### config.mk
export PLATFORM = sky130hd
export DESIGN_NAME = pc_seq
export DESIGN_NICKNAME = d
export VERILOG_FILES = /design/src/rtl/pc_pkg.sv /design/src/rtl/pc_ras.sv /design/src/rtl/pc_seq.sv
export SDC_FILE = /design/constraint.sdc
export NUM_CORES = 1
export LEC_CHECK = 0
export ABC_AREA = 1
export BUFFER_PORTS_ARGS = -buffer_cell sky130_fd_sc_hd__buf_2
export CORE_UTILIZATION = 47
export CTS_BUF_LIST = sky130_fd_sc_hd__clkbuf_2
export DETAILED_ROUTE_END_ITERATION = 16
export PLACE_DENSITY = 0.76
export SYNTH_ARGS = -nofsm -noshare
export SYNTH_HDL_FRONTEND = slang
export SYNTH_SLANG_ARGS = --single-unit
### constraint.sdc
create_clock -name clk -period 5.25 [get_ports clk]
set_input_delay 0.525 -clock clk [delete_from_list [all_inputs] [get_ports clk]]
set_output_delay 0.525 -clock clk [all_outputs]
set_load 0.01 [all_outputs]
### src/rtl/pc_pkg.sv
// Shared types and defaults for the program-counter sequencer.
// Used by pc_seq and pc_ras; PC_SEQ_RAS_EN selects the return-address stack build.
package pc_pkg;

    localparam int PC_AW = 16;

    typedef enum logic [2:0] {
        HOLD   = 3'd0,
        INC    = 3'd1,
        LOAD   = 3'd2,
        BRANCH = 3'd3,
        CALL   = 3'd4,
        RET    = 3'd5,
        CLEAR  = 3'd6
    } pc_op_t;

endpackage

### src/rtl/pc_ras.sv
// Return-address stack: LIFO of AW-bit entries with occupancy count.
// Only instantiated when PC_SEQ_RAS_EN is defined; storage carries no reset.
module pc_ras
    import pc_pkg::*;
#(
    parameter int AW    = PC_AW,
    parameter int DEPTH = 8,
    parameter int CW    = $clog2(DEPTH + 1)
) (
    input  logic          clk,
    input  logic          rst,
    input  logic          push_i,
    input  logic          pop_i,
    input  logic          clear_i,
    input  logic [AW-1:0] data_i,
    output logic [AW-1:0] data_o,
    output logic [CW-1:0] cnt_o,
    output logic          full_o,
    output logic          empty_o
);

    localparam int IW = $clog2(DEPTH);

    logic [AW-1:0] mem_q [DEPTH];
    logic [CW-1:0] cnt_q, cnt_d;
    logic [IW-1:0] wr_idx, rd_idx;
    logic          do_push, do_pop;

    assign full_o  = (cnt_q == CW'(DEPTH));
    assign empty_o = (cnt_q == '0);
    assign cnt_o   = cnt_q;

    // Write slot is the current count; the top entry sits one below it.
    assign wr_idx  = IW'(cnt_q);
    assign rd_idx  = IW'(cnt_q - CW'(1));
    assign data_o  = mem_q[rd_idx];

    assign do_push = push_i & ~full_o & ~clear_i;
    assign do_pop  = pop_i & ~empty_o & ~clear_i & ~push_i;

    always_comb begin
        cnt_d = cnt_q;
        if (clear_i) begin
            cnt_d = '0;
        end else if (do_push) begin
            cnt_d = cnt_q + CW'(1);
        end else if (do_pop) begin
            cnt_d = cnt_q - CW'(1);
        end
    end

    always_ff @(posedge clk) begin
        if (rst) begin
            cnt_q <= '0;
        end else begin
            cnt_q <= cnt_d;
        end
    end

    always_ff @(posedge clk) begin
        if (do_push) begin
            mem_q[wr_idx] <= data_i;
        end
    end

endmodule

### src/rtl/pc_seq.sv
// Program-counter sequencer with registered pc_addr and optional call/return stack.
// Define PC_SEQ_RAS_EN to build in pc_ras; otherwise CALL acts as LOAD and RET as HOLD.
module pc_seq
    import pc_pkg::*;
#(
    parameter int            AW         = PC_AW,
    parameter int            RAS_DEPTH  = 8,
    parameter logic [AW-1:0] RESET_ADDR = '0
) (
    input  logic                             clk,
    input  logic                             rst,
    input  logic                             en,
    input  pc_op_t                           op,
    input  logic [AW-1:0]                    target,
    input  logic [AW-1:0]                    offset,
    output logic [AW-1:0]                    pc_addr,
    output logic [$clog2(RAS_DEPTH+1)-1:0]   ras_cnt,
    output logic                             ras_full,
    output logic                             ras_empty,
    output logic                             err
);

    localparam int CNTW = $clog2(RAS_DEPTH + 1);

    logic [AW-1:0] pc_q, pc_d;
    logic [AW-1:0] pc_inc;

    assign pc_inc  = pc_q + AW'(1);
    assign pc_addr = pc_q;

`ifdef PC_SEQ_RAS_EN
    logic            err_q, err_d;
    logic            ras_push, ras_pop, ras_clr;
    logic [AW-1:0]   ras_top;
    logic [CNTW-1:0] ras_cnt_w;
    logic            ras_full_w, ras_empty_w;

    pc_ras #(
        .AW    (AW),
        .DEPTH (RAS_DEPTH),
        .CW    (CNTW)
    ) u_ras (
        .clk     (clk),
        .rst     (rst),
        .push_i  (ras_push),
        .pop_i   (ras_pop),
        .clear_i (ras_clr),
        .data_i  (pc_inc),
        .data_o  (ras_top),
        .cnt_o   (ras_cnt_w),
        .full_o  (ras_full_w),
        .empty_o (ras_empty_w)
    );

    assign ras_cnt   = ras_cnt_w;
    assign ras_full  = ras_full_w;
    assign ras_empty = ras_empty_w;
    assign err       = err_q;

    always_ff @(posedge clk) begin
        if (rst) begin
            err_q <= 1'b0;
        end else begin
            err_q <= err_d;
        end
    end
`else
    assign ras_cnt   = '0;
    assign ras_full  = 1'b0;
    assign ras_empty = 1'b1;
    assign err       = 1'b0;
`endif

    always_comb begin
        pc_d = pc_q;
`ifdef PC_SEQ_RAS_EN
        err_d    = err_q;
        ras_push = 1'b0;
        ras_pop  = 1'b0;
        ras_clr  = 1'b0;
`endif
        if (en) begin
            case (op)
                INC:    pc_d = pc_inc;
                LOAD:   pc_d = target;
                BRANCH: pc_d = pc_q + offset;
                CLEAR: begin
                    pc_d = RESET_ADDR;
`ifdef PC_SEQ_RAS_EN
                    err_d   = 1'b0;
                    ras_clr = 1'b1;
`endif
                end
`ifdef PC_SEQ_RAS_EN
                // Faulting CALL/RET leave pc and stack alone and only raise err.
                CALL: begin
                    if (ras_full_w) begin
                        err_d = 1'b1;
                    end else begin
                        ras_push = 1'b1;
                        pc_d     = target;
                    end
                end
                RET: begin
                    if (ras_empty_w) begin
                        err_d = 1'b1;
                    end else begin
                        ras_pop = 1'b1;
                        pc_d    = ras_top;
                    end
                end
`else
                CALL:   pc_d = target;
`endif
                default: pc_d = pc_q;
            endcase
        end
    end

    always_ff @(posedge clk) begin
        if (rst) begin
            pc_q <= RESET_ADDR;
        end else begin
            pc_q <= pc_d;
        end
    end

endmodule

=== After elaboration in Yosys (flattened, before gate mapping) ===
Index checks and enable logic that the tools add are counted.

* Bits in registers: 16
* Output and inout bits: 23
* Word-level logic and storage cells: 12
* Input bits: 38

* Mux-type cells: 1
* Equality and inequality tests: 5
* Add/subtract/negate cells: 2
* Reductions and logical operators: 3

{| class="wikitable"
|+ Operator list
! cell !! count
|-
| 16-bit case mux with 4 select lines || 1
|-
| 16-bit by 1-bit adder with 16-bit output (second input constant) || 1
|-
| 16-bit adder || 1
|-
| 3-bit by 2-bit == test with 1-bit output (second input constant) || 2
|-
| 3-bit == test (second input constant) || 2
|-
| 4-bit nonzero test || 1
|-
| 3-bit by 1-bit == test with 1-bit output (second input constant) || 1
|-
| 2-bit AND reduction || 1
|-
| 2-bit OR reduction || 1
|}

=== Logic depth before layout (Yosys ltp) ===
* Word-level depth: 4
* Mapped depth: 16
* Depth with buffers taken out: 16

=== Least setup slack after synthesis ===
No wires, ideal clock.

* Kind: input -> register
* From: input port op[0]
* To: register pc_q[12], in the netlist pc_addr[12]
* Data arrival time: 2.194 ns
* Data required time: 5.180 ns
* Stages on the path: 15
* Buffers on the path: 0
* Slack: 2.986 ns
* Library setup time: 0.070 ns
* Cell sequence: inv_1 > nor2_1 > nand2_1 > or2_2 > ha_1 > inv_1 > fa_1 > inv_1 > nand3_1 > nand3_1 > nand3_1 > nand3_1 > nand2_1 > nand3_1 > a21oi_1

* Longest elaborated chain between the ends: 4
* Elaborated cells between the ends (all ways): 9
* Those cells by class: 5 x eq/ne; 1 x mux; 3 x reduce/logical

{| class="wikitable"
|+ Ends and longest elaborated chain
! what !! line !! RTL
|-
| start: declaration || pc_seq.sv:13 || <nowiki>input pc_op_t op,</nowiki>
|-
| 3-bit == test / 3-bit by 2-bit == test with 1-bit output (equally long branches) || pc_seq.sv:83 || <nowiki>case (op)</nowiki>
|-
| 2-bit OR reduction (no line) || -- ||
|-
| 4-bit nonzero test (no line) || -- ||
|-
| 2-bit AND reduction (no line) || -- ||
|-
| end signal: assignment || pc_seq.sv:124 || <nowiki>pc_q <= pc_d;</nowiki>
|-
| end: declaration || pc_seq.sv:25 || <nowiki>logic [AW-1:0] pc_q, pc_d;</nowiki>
|}

Parallel ways exist; a longest one is shown, timed or not.
A chain may end at the register's enable or synchronous reset.

=== Worst setup path in the final report ===
* From: input port op[2]
* To: register pc_q[14], in the netlist pc_addr[14]

Same word-level chain as after synthesis.

==> summary.txt <==
CTS resizes - 0
synth-to-layout area growth - 15.4%
Comb power frac - 0.361
clock root buffer master - clkbuf_2
Layout Nets - 419
Top Ports - 61
DRC - 0
share of layout cells above drive strength 1 - 0.173
Synth top area share - 0.179
post-DR vias/cell - 5.00
clock skew - 0.0137 ns
RSZ-0062 raised after global routing - false
Seq pwr share - 0.438
initial antenna violation count - 0
setup TNS - 0 ns
Worst Setup Path Type - input port to flop
Peak Freq - 380 MHz
Initial DRC Count - 123
Die H - 63.7 um
most frequent cells in the layout - nand2_1 (84), inv_1 (59), buf_2 (53)
post-cts hold buffer count - 0
YS warnings - 0
worst vdd ir - 110 uV
Post-CTS Setup Bufs - 0
CTS clk-pin slew, worst paths - 0.19 ns
GRT overflow - 0
Mapped Area - 1790 sq um
WHS - 0.347 ns
Final WS setup - 2.62 ns
largest net degree at the start of global routing - 18
Cell Rows - 22
Slew HR - 0.594
IO Port Bufs - 53
final hold vios - 0
#FFs+latches synth - 16
critical path arrival - 2.89 ns
Routed WL per cell - 11.2 um
switch share - 0.394
Worst Path Max Fanout - 15
crit share post-route - 0.501
DIE AREA - 4060 sq um
status - finished clean
CORE AREA - 3660 sq um
Worst setup EP type - flop
worst endpoint required time - 5.51 ns
Final setup viols - 0
vias in the first global route - 1842
CTS Buf Count - 3
synth top area cells - dfxtp_1 (18%), nand2_1 (18%), inv_1 (12%), a21oi_1 (11%), ha_1 (10%)
most common library cell in the layout ignoring fill and taps - nand2_1
leak pwr - 1.29 nW
Sinks on Clock Net - 16
Internal - 193 uW
die width - 63.7 um
Post-DP HPWL - 3540 um
Slew @ Worst Pin - 0.608 ns
Total GRT Usage - 0.240
Gate Count Post-Synth - 315
synth unique cells - 25
worst reg2reg path depth - 9
startpoint types - input port
P per Cell Area - 154 nW/um^2
H-tree Lvls - 1
post-synth top area cell - dfxtp_1
TritonCTS clock tree - done
worst skew pair latency - 0.32 ns
post-synthesis sequential area ratio - 0.179
Final Max Tran Viols - 0
first-pass GRT wire length - 7780 um
Hold Crit Class - input port to flop
WL final - 4630 um
Max Cap Violations - 0
Vias - 2059
GPL Wtd Cong - 0.849
diode count - 0
max FFs per register - 16
Syn Area/Cell - 5.68 sq um
Hold Path Depth - 2
Initial Utilization - 0.488
min Tclk post-route - 2.63 ns
pre-CTS WS - 2.26 ns
ANT nets after route - 0
clock network power share - 0.201
clk buf depth - 2
NetSw - 125 uW
drt first pass iters - 4
-- path summary, 6_finish.rpt --
| path | start | to | slack, ns |
|---|---|---|---|
| worst max-delay path | op[2] | pc_addr[14] | 2.62 |
| worst min-delay path | rst | pc_addr[1] | 0.35 |
| worst max register to register | pc_addr[2] | pc_addr[13] | 3.45 |
| worst min register to register | pc_addr[8] | pc_addr[8] | 0.56 |
-- through the flow --
stage               power [mW]  utilization  std cells  area (sq um)
floorplan                0.220            -        320          1810
global placement         0.255        0.558        408          2040
detailed placement       0.256        0.558        408          2040
CTS                      0.321        0.564        412          2060
global route             0.341        0.564        412          2060
finish                   0.318        0.564        412          2060
-- cell type report --
class                           instances  area [sq um]
Clock buffer                            3          15.0
Clock inverter                          1          3.75
Fill cell                             385          1600
Inverter                               62           233
Multi-Input combinational cell        229          1170
Sequential cell                        16           320
Tap cell                               48          60.1
Timing Repair Buffer                   53           265
-- power groups by stage --
stage	clock network, mW	registers, mW	logic [mW]
2_1_floorplan	0	0.145	0.0747
3_3_place_gp	0	0.142	0.113
3_5_place_dp	0	0.142	0.114
4_1_cts	0.0675	0.139	0.115
5_1_grt	0.0704	0.140	0.130
6_report	0.0640	0.139	0.115
-- critical path, cell delays in order --
cell and delay, ns:
buf_2 0.12, nor2_1 0.23, nand2_1 0.42, or2_2 0.44
ha_1 0.21, inv_1 0.07, fa_1 0.15, inv_1 0.06
nand2_1 0.06, nand3_1 0.15, nand2_1 0.13, nand2_1 0.06
nand2_1 0.06, nand3_1 0.07, a21oi_1 0.13
-- metal layers --
metal / up-vias / global-route usage / part of all wire
met5: - / 0 / 0
met4: 0 / 0.0369 / 0
met3: 0 / 0.0380 / 0.040
met2: 45 / 0.430 / 0.49
met1: 930 / 0.303 / 0.47
li1: 1084 / - / -
-- cells by family (layout without fill, tap and decap cells) --
family,Yosys count,after routing,synth area share
compound gates,65,65,0.192
xor+xnor,2,2,0.00980
fa+ha+maj,16,16,0.116
buf+inv,75,119,0.179
flops,16,16,0.179
other cells,2,7,0.00420
simple gates,139,139,0.319
-- cells in the mapped netlist --
master / count
nand3_1: 20
o21ai_1: 9
buf_2: 1
fa_1: 1
inv_1: 59
conb_1: 2
a31oi_1: 1
dfxtp_1: 16
o21ai_2: 1
inv_2: 3
or2_2: 2
buf_4: 8
buf_6: 1
nand3b_1: 2
clkbuf_1: 3
xor2_1: 2
o21ai_4: 1
nor2_1: 25
nor3_1: 3
nand2_1: 84
ha_1: 15
o21ai_0: 12
a21oi_1: 40
a211oi_1: 1
nand4_1: 3
No activity file was read; power rests on OpenSTA's default activity.
